File: config.mk
export PLATFORM = sky130hd
export DESIGN_NAME = dota_trim_seq
export DESIGN_NICKNAME = d
export VERILOG_FILES = /design/src/rtl/dota_trim_seq.sv
export SDC_FILE = /design/constraint.sdc
export NUM_CORES = 1
export LEC_CHECK = 0
export ABC_AREA = 1
export ABC_CLOCK_PERIOD_IN_PS = 4290
export CORE_MARGIN = 5
export CORE_UTILIZATION = 58
export DETAILED_ROUTE_END_ITERATION = 10
export GPL_TIMING_DRIVEN = 0
export PLACE_DENSITY_LB_ADDON = 0.12
export SYNTH_ARGS = -nofsm -noshare
export SYNTH_HDL_FRONTEND = slang
export SYNTH_SLANG_ARGS = --single-unit
File: constraint.sdc
create_clock -name clk -period 4.29 [get_ports clk]
set_clock_uncertainty 0.15 [all_clocks]
set_input_delay 0.6435 -clock clk [delete_from_list [all_inputs] [get_ports clk]]
set_output_delay 0.6435 -clock clk [all_outputs]
set_load 0.01 [all_outputs]
File: src/rtl/dota_trim_seq.sv
// Offset-calibration sequencer for the digital OTA: successive-approximation search
// of the trim word driven by a synchronised, majority-voted comparator output.
module dota_trim_seq #(
    parameter int TRIM_W     = 6,
    parameter int SETTLE_CYC = 16,
    parameter int SAMPLES    = 5
) (
    input  logic              clk,
    input  logic              rst_n,
    input  logic              start,
    input  logic              abort,
    input  logic              cmp_in,
    input  logic              trim_load,
    input  logic [TRIM_W-1:0] trim_in,
    output logic              ota_en,
    output logic              cal_mode,
    output logic [TRIM_W-1:0] trim,
    output logic              busy,
    output logic              done
);

    localparam int BIT_W   = $clog2(TRIM_W);
    localparam int CNT_MAX = (SETTLE_CYC > SAMPLES) ? SETTLE_CYC : SAMPLES;
    localparam int CNT_W   = $clog2(CNT_MAX);
    localparam int ONES_W  = $clog2(SAMPLES + 1);

    localparam logic [TRIM_W-1:0] MID         = {1'b1, {(TRIM_W-1){1'b0}}};
    localparam logic [BIT_W-1:0]  TOP_BIT     = BIT_W'(TRIM_W - 1);
    localparam logic [CNT_W-1:0]  SETTLE_LAST = CNT_W'(SETTLE_CYC - 1);
    localparam logic [CNT_W-1:0]  SAMPLE_LAST = CNT_W'(SAMPLES - 1);
    localparam logic [ONES_W-1:0] HALF        = ONES_W'(SAMPLES / 2);

    typedef enum logic [2:0] {
        IDLE,
        SETTLE,
        SAMPLE,
        DECIDE,
        DONE
    } state_t;

    state_t             state, state_n;
    logic [BIT_W-1:0]   bit_idx, bit_idx_n;
    logic [CNT_W-1:0]   cnt, cnt_n;
    logic [ONES_W-1:0]  ones, ones_n;
    logic [TRIM_W-1:0]  trim_n;
    logic               ota_en_n, cal_mode_n, busy_n, done_n;
    logic               cmp_meta, cmp_sync;

    // cmp_in is asynchronous to clk; only cmp_sync is ever used by the search
    always_ff @(posedge clk or negedge rst_n) begin
        if (!rst_n) begin
            cmp_meta <= 1'b0;
            cmp_sync <= 1'b0;
        end else begin
            cmp_meta <= cmp_in;
            cmp_sync <= cmp_meta;
        end
    end

    always_ff @(posedge clk or negedge rst_n) begin
        if (!rst_n) begin
            state    <= IDLE;
            bit_idx  <= TOP_BIT;
            cnt      <= '0;
            ones     <= '0;
            trim     <= MID;
            ota_en   <= 1'b0;
            cal_mode <= 1'b0;
            busy     <= 1'b0;
            done     <= 1'b0;
        end else begin
            state    <= state_n;
            bit_idx  <= bit_idx_n;
            cnt      <= cnt_n;
            ones     <= ones_n;
            trim     <= trim_n;
            ota_en   <= ota_en_n;
            cal_mode <= cal_mode_n;
            busy     <= busy_n;
            done     <= done_n;
        end
    end

    // All outputs are computed here as next-state values so they leave as flops
    always_comb begin
        state_n    = state;
        bit_idx_n  = bit_idx;
        cnt_n      = cnt;
        ones_n     = ones;
        trim_n     = trim;
        ota_en_n   = ota_en;
        cal_mode_n = cal_mode;
        busy_n     = busy;
        done_n     = 1'b0;

        case (state)
            IDLE: begin
                if (start) begin
                    state_n    = SETTLE;
                    trim_n     = MID;
                    bit_idx_n  = TOP_BIT;
                    cnt_n      = '0;
                    ones_n     = '0;
                    ota_en_n   = 1'b1;
                    cal_mode_n = 1'b1;
                    busy_n     = 1'b1;
                end else if (trim_load) begin
                    trim_n = trim_in;
                end
            end
            SETTLE: begin
                if (cnt == SETTLE_LAST) begin
                    cnt_n   = '0;
                    state_n = SAMPLE;
                end else begin
                    cnt_n = cnt + CNT_W'(1);
                end
            end
            SAMPLE: begin
                ones_n = ones + ONES_W'(cmp_sync);
                if (cnt == SAMPLE_LAST) begin
                    cnt_n   = '0;
                    state_n = DECIDE;
                end else begin
                    cnt_n = cnt + CNT_W'(1);
                end
            end
            DECIDE: begin
                // A majority-high comparator means the trim is too high: drop this bit
                if (ones > HALF) begin
                    trim_n[bit_idx] = 1'b0;
                end
                if (bit_idx != '0) begin
                    trim_n[bit_idx - BIT_W'(1)] = 1'b1;
                    bit_idx_n = bit_idx - BIT_W'(1);
                    cnt_n     = '0;
                    ones_n    = '0;
                    state_n   = SETTLE;
                end else begin
                    state_n    = DONE;
                    done_n     = 1'b1;
                    cal_mode_n = 1'b0;
                end
            end
            DONE: begin
                state_n = IDLE;
                busy_n  = 1'b0;
            end
            default: begin
                state_n = IDLE;
            end
        endcase

        // abort overrides every transition out of a busy state, DONE included
        if (abort && (state != IDLE)) begin
            state_n    = IDLE;
            trim_n     = MID;
            bit_idx_n  = TOP_BIT;
            cnt_n      = '0;
            ones_n     = '0;
            ota_en_n   = 1'b0;
            cal_mode_n = 1'b0;
            busy_n     = 1'b0;
            done_n     = 1'b0;
        end
    end

endmodule

==> impl_table.tex, run 1 <==
\begin{tabular}{lr}
\hline
Metric & Value \\
\hline
\multicolumn{2}{l}{\textbf{Status}} \\
\quad Run status & finished, final reports clean \\
\multicolumn{2}{l}{\textbf{Worst hold path}} \\
\quad Worst hold path startpoint & cmp\_meta\$\_DFF\_PN0\_ \\
\quad Min-Delay Path Depth & 0 \\
\quad Type of the tightest min-delay check & reg -> reg \\
\quad End point of the most critical hold path & cmp\_sync\$\_DFF\_PN0\_ \\
\multicolumn{2}{l}{\textbf{Clocking}} \\
\quad Total CTS buffers & 3 \\
\quad Maximum number of buffers from clock root to sink & 2 \\
\quad Post-CTS setup-driven buffer insertion count & 0 \\
\quad Count of clock tree sinks & 25 \\
\quad Count of hold buffers inserted by post-cts repair & 0 \\
\quad Clock edge transition at the registers on the reported setup and hold paths & 0.14 ns \\
\quad Insertion delay to the later sink of the worst-skew pair & 0.32 ns \\
\quad CTS tree & built \\
\quad Count of cells resized by post-cts repair & 0 \\
\quad Root buffer cell & sky130\_fd\_sc\_hd\_\_clkbuf\_4 \\
\quad Depth of the CTS H-tree & 1 \\
\multicolumn{2}{l}{\textbf{Routing}} \\
\quad Detailed-route vias per instance & 5.56 \\
\quad Vias & 1451 \\
\quad Number of violations reported at the end of detailed-routing iteration 0 & 81 \\
\quad Wirelength per Cell & 13.0 um \\
\quad Pre-Repair DR Iteration Count & 4 \\
\quad Post-detailed-route count of antenna-violating nets & 0 \\
\quad Number of remaining DRC errors & 0 \\
\quad Total length of routed wires & 3400 um \\
\multicolumn{2}{l}{\textbf{Setup path}} \\
\quad Slowest Stage Delay on Critical Path & 0.58 ns \\
\quad Reg-to-reg setup timing slack & 2.49 ns \\
\quad Critical path launch point type & flip-flop \\
\quad Signal arrival time at the worst endpoint & 1.43 ns \\
\quad CP endpoint kind & output pin \\
\quad Worst path required time & 3.50 ns \\
\quad End of the worst register-to-register path & cnt[3]\$\_DFFE\_PN0P\_ \\
\quad Crit path buf inv count & 1 \\
\quad Cell family with the largest share of critical-path delay & flip-flops \\
\quad Critical Setup Path Class & reg -> out \\
\quad Maximum fanout along the worst path & 3 \\
\quad Worst path slowest cell & sky130\_fd\_sc\_hd\_\_dfstp\_2 \\
\quad Beginning of the worst register-to-register path & bit\_idx[0]\$\_DFFE\_PN1P\_ \\
\quad Cell-by-cell trace of the critical path & clkdlybuf4s50\_1 \\
\quad Worst-case reg-to-reg path depth & 8 \\
\multicolumn{2}{l}{\textbf{Die}} \\
\quad Die Span Y & 61.5 um \\
\quad Die Area & 3790 um2 \\
\quad Io pins & 22 \\
\quad Die width & 61.5 um \\
\quad Core Box Area & 2500 um2 \\
\quad Row cnt & 18 \\
\quad Starting density of the core & 61.6\% \\
\multicolumn{2}{l}{\textbf{Timing}} \\
\quad Total count of max-transition violations in the final report & 0 \\
\quad F\_max & 0.450 GHz \\
\quad Max-Slew Margin vs Limit & 27.9\% \\
\quad Setup TNS & 0 ns \\
\quad Slew at the pin with the worst max-slew slack & 1.08 ns \\
\quad RSZ-0062 raised after global routing & no \\
\quad Post-route fraction of the period consumed by the critical path & 51.8\% \\
\quad Hold Fails Final Rpt & 0 \\
\quad Final critical-path required period & 2.22 ns \\
\quad Final setup viols & 0 \\
\quad Final critical-path setup slack & 2.07 ns \\
\multicolumn{2}{l}{\textbf{Logic synthesis}} \\
\quad Total of flip-flops plus latches after synthesis & 25 \\
\quad Number of enable-type register cells in the synthesized netlist & 0 \\
\quad Seq/Total Area, Yosys & 40.9\% \\
\quad Number of different library cells in the post-synthesis netlist & 23 \\
\quad Average footprint of a synthesized cell & 7.48 um2 \\
\quad Synth async-reset ratio & 100\% \\
\quad Yosys warns & 0 \\
\quad Netlist Area Pre-Place & 1540 um2 \\
\quad Post-Synthesis Net Count & 224 \\
\quad Number of instances in the synthesized netlist & 206 \\
\quad Commonest register cell after synthesis & sky130\_fd\_sc\_hd\_\_dfrtp\_1 \\
\multicolumn{2}{l}{\textbf{Final layout}} \\
\quad Commonest non-fill, non-tap cells in the layout & sky130\_fd\_sc\_hd\_\_nand2\_1, sky130\_fd\_sc\_hd\_\_nand3\_1, sky130\_fd\_sc\_hd\_\_dfrtp\_1 \\
\quad Share of post-route cells with drive strength above 1 & 13.9\% \\
\quad Area of all placed cells without fillers & 1820 um2 \\
\quad Non-filler cells, final & 261 \\
\quad Nets & 250 \\
\quad Most common library cell in the layout ignoring fill and taps & sky130\_fd\_sc\_hd\_\_nand2\_1 \\
\quad Layout-stage area growth over the synthesis result & 17.9\% \\
\quad ANT cells & 0 \\
\multicolumn{2}{l}{\textbf{Placed design}} \\
\quad Dpl cell area & 1790 um2 \\
\quad Cell count after placement & 257 \\
\quad Pre-CTS WS & 2.10 ns \\
\quad Post-detailed-placement half-perimeter wirelength & 2660 um \\
\quad Final GP Congestion & 0.868 \\
\quad Count of input and output buffers & 21 \\
\multicolumn{2}{l}{\textbf{Global route}} \\
\quad Vias in the first global route & 1373 \\
\quad Congestion Overflow GR & 0 \\
\quad GRT Util Overall & 21.1\% \\
\quad Antenna violations before repair & 0 \\
\quad Maximum number of pins on one net before global-route repair & 26 \\
\quad First-pass GRT wire length & 5950 um \\
\multicolumn{2}{l}{\textbf{Pwr}} \\
\quad Maximum VDD drop & 0.403 mV \\
\quad Total power divided by cell area & 557 nW/um2 \\
\quad Power consumption & 1.01 mW \\
\quad LEAKAGE & 0.965 nW \\
\multicolumn{2}{l}{\textbf{Run}} \\
\quad Max Cap Violations & 0 \\
\hline
\end{tabular}
[metrics by stage]
step,utilization [%],hold WS [ns]
4_1_cts,72.6,0.219
3_5_place_dp,71.5,0.189
3_3_place_gp,71.5,0.186
2_1_floorplan,-,0.181
5_1_grt,72.6,0.247
6_report,72.6,0.216
[state kept, by name, summed over array words and instances (netlist names)]
signal    count
trim          6
done          1
state         3
bit_idx       3
ones          3
busy          1
cal_mode      1
cmp_meta      1
ota_en        1
cmp_sync      1
cnt           4
[power by group]
group / internal [mW] / leakage, nW / total (mW) / switching [mW]
Sequential: 0.305 / 0.320 / 0.371 / 0.0659
Clock: 0.0349 / 0.0177 / 0.107 / 0.0718
Combinational: 0.211 / 0.627 / 0.533 / 0.323
Total: 0.550 / 0.965 / 1.01 / 0.461
[Yosys cell counts (5+ instances only)]
cell type / count / share of area [%]
sky130_fd_sc_hd__nand2_1: 74 / 18
sky130_fd_sc_hd__nand3_1: 38 / 12
sky130_fd_sc_hd__dfrtp_1: 22 / 36
sky130_fd_sc_hd__nor2_1: 14 / 3.4
sky130_fd_sc_hd__inv_1: 10 / 2.4
sky130_fd_sc_hd__inv_2: 9 / 2.2
sky130_fd_sc_hd__ha_1: 6 / 4.9
sky130_fd_sc_hd__a21oi_1: 5 / 1.6
[how the worst max path moves through the flow]
stage,from,end,slack (ns),cells past startpoint
floorplan,bit_idx[0]$_DFFE_PN1P_,cnt[0]$_DFFE_PN0P_,2.71,8
global placement,abort,trim[2]$_DFFE_PN0P_,2.13,7
detailed placement,abort,trim[1]$_DFFE_PN0P_,2.10,7
CTS,trim[5]$_DFFE_PN1P_,trim[5],2.06,1
global route,trim[5]$_DFFE_PN1P_,trim[5],2.02,1
finish,trim[5]$_DFFE_PN1P_,trim[5],2.07,1
[logic make-up (layout without fill, tap and decap cells)]
logic type	Yosys count	count (layout)	synth area share (%)
AOI/OAI and AO/OA	11	11	4.30
xor gates and xnor gates	1	1	0.569
adders and majority gates	6	6	4.87
buffers and inverters	21	46	5.28
DFF	25	25	40.9
and+or+nand+nor	142	142	44.1
[per-layer routing]
metal | track usage [%] | routed length (um)
met4 | 10.0 | 90
met5 | 0 | 0
met2 | 35.4 | 1650
met1 | 26.0 | 1460
met3 | 3.98 | 203
[area by class of cell]
cell class	count	area, um2
clock buffer	3	22.5
clock inverter	1	5.00
fill	200	684
inverter	21	81.3
multi-input combinational	160	830
sequential	25	629
tap	30	37.5
timing repair buffer	21	210
Power figures use the tool's default switching activity.
==> run 2, diff against run 1 <==
- ABC_CLOCK_PERIOD_IN_PS: 4290 -> 2000
- CORE_UTILIZATION: 58 -> 48
- clock period: 4.29 -> 2 ns (I/O delays scaled with it)
==> run 2 against run 1 <==
  * Via count decreased by 3.4%
  * Hold slack hardly changed
  * Setup slack lost 1.9 ns
  * Critical path depth unchanged
  * Sequential share of layout area decreased by 0.33 points
  * Critical endpoint unchanged
  * Combinational power rose by 110%
  * Highest routed layer unchanged
  * Wire length down 5.7%
  * Sequential power is 110% higher
==> impl_table.tex, run 2 (same netlist as run 1, synthesis figures left out) <==
\begin{tabular}{lr}
\hline
Metric & Value \\
\hline
\multicolumn{2}{l}{\textbf{Setup path}} \\
\quad Critical Setup Path Class & reg -> out \\
\quad Slowest Stage Delay on Critical Path & 0.57 ns \\
\quad Crit path buf inv count & 1 \\
\quad Maximum fanout along the worst path & 3 \\
\quad Critical path launch point type & flip-flop \\
\quad Cell-by-cell trace of the critical path & clkdlybuf4s50\_1 \\
\quad CP endpoint kind & output pin \\
\quad Signal arrival time at the worst endpoint & 1.42 ns \\
\quad Worst path required time & 1.55 ns \\
\quad Worst path slowest cell & sky130\_fd\_sc\_hd\_\_dfstp\_2 \\
\quad Cell family with the largest share of critical-path delay & flip-flops \\
\multicolumn{2}{l}{\textbf{Die}} \\
\quad Die width & 66.6 um \\
\quad Core Box Area & 3080 um2 \\
\quad Die Area & 4440 um2 \\
\quad Row cnt & 20 \\
\quad Io pins & 22 \\
\quad Starting density of the core & 50.0\% \\
\quad Die Span Y & 66.6 um \\
\multicolumn{2}{l}{\textbf{Timing}} \\
\quad RSZ-0062 raised after global routing & no \\
\quad Final critical-path required period & 1.87 ns \\
\quad Max-Slew Margin vs Limit & 25.6\% \\
\quad Total count of max-transition violations in the final report & 0 \\
\quad F\_max & 0.536 GHz \\
\quad Hold Fails Final Rpt & 0 \\
\quad Slew at the pin with the worst max-slew slack & 1.11 ns \\
\quad Setup TNS & 0 ns \\
\quad Post-route fraction of the period consumed by the critical path & 93.3\% \\
\quad Final setup viols & 0 \\
\multicolumn{2}{l}{\textbf{Global route}} \\
\quad Met2 layer usage reported by global route & 27.2\% \\
\quad First-pass GRT wire length & 5710 um \\
\quad Met1 routing resource usage after global routing & 20.8\% \\
\quad Maximum number of pins on one net before global-route repair & 26 \\
\quad GRT Max-Usage Layer & met2 \\
\quad GRT met3 Usage & 4.55\% \\
\quad GRT Util Overall & 16.4\% \\
\quad Vias in the first global route & 1306 \\
\quad Congestion Overflow GR & 0 \\
\quad Antenna violations before repair & 0 \\
\multicolumn{2}{l}{\textbf{Clocking}} \\
\quad Count of clock tree sinks & 25 \\
\quad Count of hold buffers inserted by post-cts repair & 0 \\
\quad Count of cells resized by post-cts repair & 0 \\
\quad Insertion delay to the later sink of the worst-skew pair & 0.31 ns \\
\quad Maximum number of buffers from clock root to sink & 2 \\
\quad CTS tree & built \\
\quad Post-CTS setup-driven buffer insertion count & 0 \\
\quad Total CTS buffers & 3 \\
\quad Clock edge transition at the registers on the reported setup and hold paths & 0.13 ns \\
\quad Depth of the CTS H-tree & 1 \\
\quad Root buffer cell & sky130\_fd\_sc\_hd\_\_clkbuf\_4 \\
\multicolumn{2}{l}{\textbf{Routing}} \\
\quad Detailed-route vias per instance & 5.10 \\
\quad Total length of routed wires & 3200 um \\
\quad Pre-Repair DR Iteration Count & 4 \\
\quad Number of violations reported at the end of detailed-routing iteration 0 & 59 \\
\quad Number of remaining DRC errors & 0 \\
\quad Vias & 1402 \\
\quad Wirelength per Cell & 11.7 um \\
\quad Post-detailed-route count of antenna-violating nets & 0 \\
\multicolumn{2}{l}{\textbf{Pwr}} \\
\quad Total power divided by cell area & 1160 nW/um2 \\
\quad LEAKAGE & 0.965 nW \\
\quad Maximum VDD drop & 0.810 mV \\
\multicolumn{2}{l}{\textbf{Worst hold path}} \\
\quad Type of the tightest min-delay check & reg -> reg \\
\multicolumn{2}{l}{\textbf{Run}} \\
\quad Max Cap Violations & 0 \\
\multicolumn{2}{l}{\textbf{Final layout}} \\
\quad Most common library cell in the layout ignoring fill and taps & sky130\_fd\_sc\_hd\_\_nand2\_1 \\
\quad Largest registers in the final layout & trim (6), cnt (4) \\
\quad Filler Cells Inserted & 303 \\
\quad Utilization after layout & 59.6\% \\
\quad ANT cells & 0 \\
\quad Share of post-route cells with drive strength above 1 & 13.9\% \\
\quad Flip-flop count of the largest register after layout & 6 \\
\quad Commonest non-fill, non-tap cells in the layout & sky130\_fd\_sc\_hd\_\_nand2\_1, sky130\_fd\_sc\_hd\_\_nand3\_1, sky130\_fd\_sc\_hd\_\_dfrtp\_1 \\
\quad Layout-stage area growth over the synthesis result & 19.0\% \\
\quad Nets & 250 \\
\quad Largest register by flop count & trim \\
\multicolumn{2}{l}{\textbf{Placed design}} \\
\quad Final GP Congestion & 0.906 \\
\quad Count of input and output buffers & 21 \\
\quad Post-detailed-placement half-perimeter wirelength & 2530 um \\
\multicolumn{2}{l}{\textbf{Status}} \\
\quad Run status & finished, final reports clean \\
\hline
\end{tabular}
==> run 2: cell counts in the layout (fill, tap and decap cells not counted) <==
Identical to the previous run, type by type.
==> run 2: final timing paths <==
kind	depth (start not counted)	from	end	slack (ns)
hold reg to reg	0	cmp_meta$_DFF_PN0_	cmp_sync$_DFF_PN0_	0.22
setup / recovery	1	trim[5]$_DFFE_PN1P_	trim[5]	0.13
min in group asynchronous	1	rst_n	ones[2]$_DFFE_PN0P_	0.42
max in group asynchronous	1	rst_n	state[1]$_DFFE_PN0P_	0.62
setup reg to reg	8	bit_idx[0]$_DFFE_PN1P_	cnt[1]$_DFFE_PN0P_	0.22
hold / removal	0	cmp_meta$_DFF_PN0_	cmp_sync$_DFF_PN0_	0.22
==> run 2: through the flow <==
| stage | instances | area, um2 | total power [mW] | setup WS [ns] | hold WS, ns |
|---|---|---|---|---|---|
| floorplan | 206 | 1540 | 1.56 | 0.423 | -0.146 |
| global placement | 271 | 1810 | 1.90 | 0.153 | 0.185 |
| detailed placement | 271 | 1810 | 1.93 | 0.149 | 0.189 |
| CTS | 275 | 1830 | 2.16 | 0.114 | 0.221 |
| global route | 275 | 1830 | 2.33 | 0.0753 | 0.227 |
| finish | 275 | 1830 | 2.13 | 0.135 | 0.217 |
==> run 2: power by group <==
part | switching, mW | internal (mW) | total, mW | leakage [nW]
Sequential | 0.136 | 0.654 | 0.790 | 0.320
Combinational | 0.675 | 0.450 | 1.13 | 0.627
Clock | 0.145 | 0.0747 | 0.219 | 0.0177
Total | 0.955 | 1.18 | 2.13 | 0.965
==> run 2: metal layers <==
layer  up-vias  part of all wire (%)
met3         4                   3.6
met5         -                     0
met2        21                    50
li1        717                     -
met1       660                    45
met4         0                   1.2
==> run 2: cell type report <==
cell class	instances	area, um2	share of cell area, %
multi-input combinational	160	830	45.3
timing repair buffer	21	210	11.5
inverter	21	81.3	4.44
tap	44	55.1	3.00
clock inverter	1	5.00	0.273
clock buffer	3	22.5	1.23
sequential	25	629	34.3
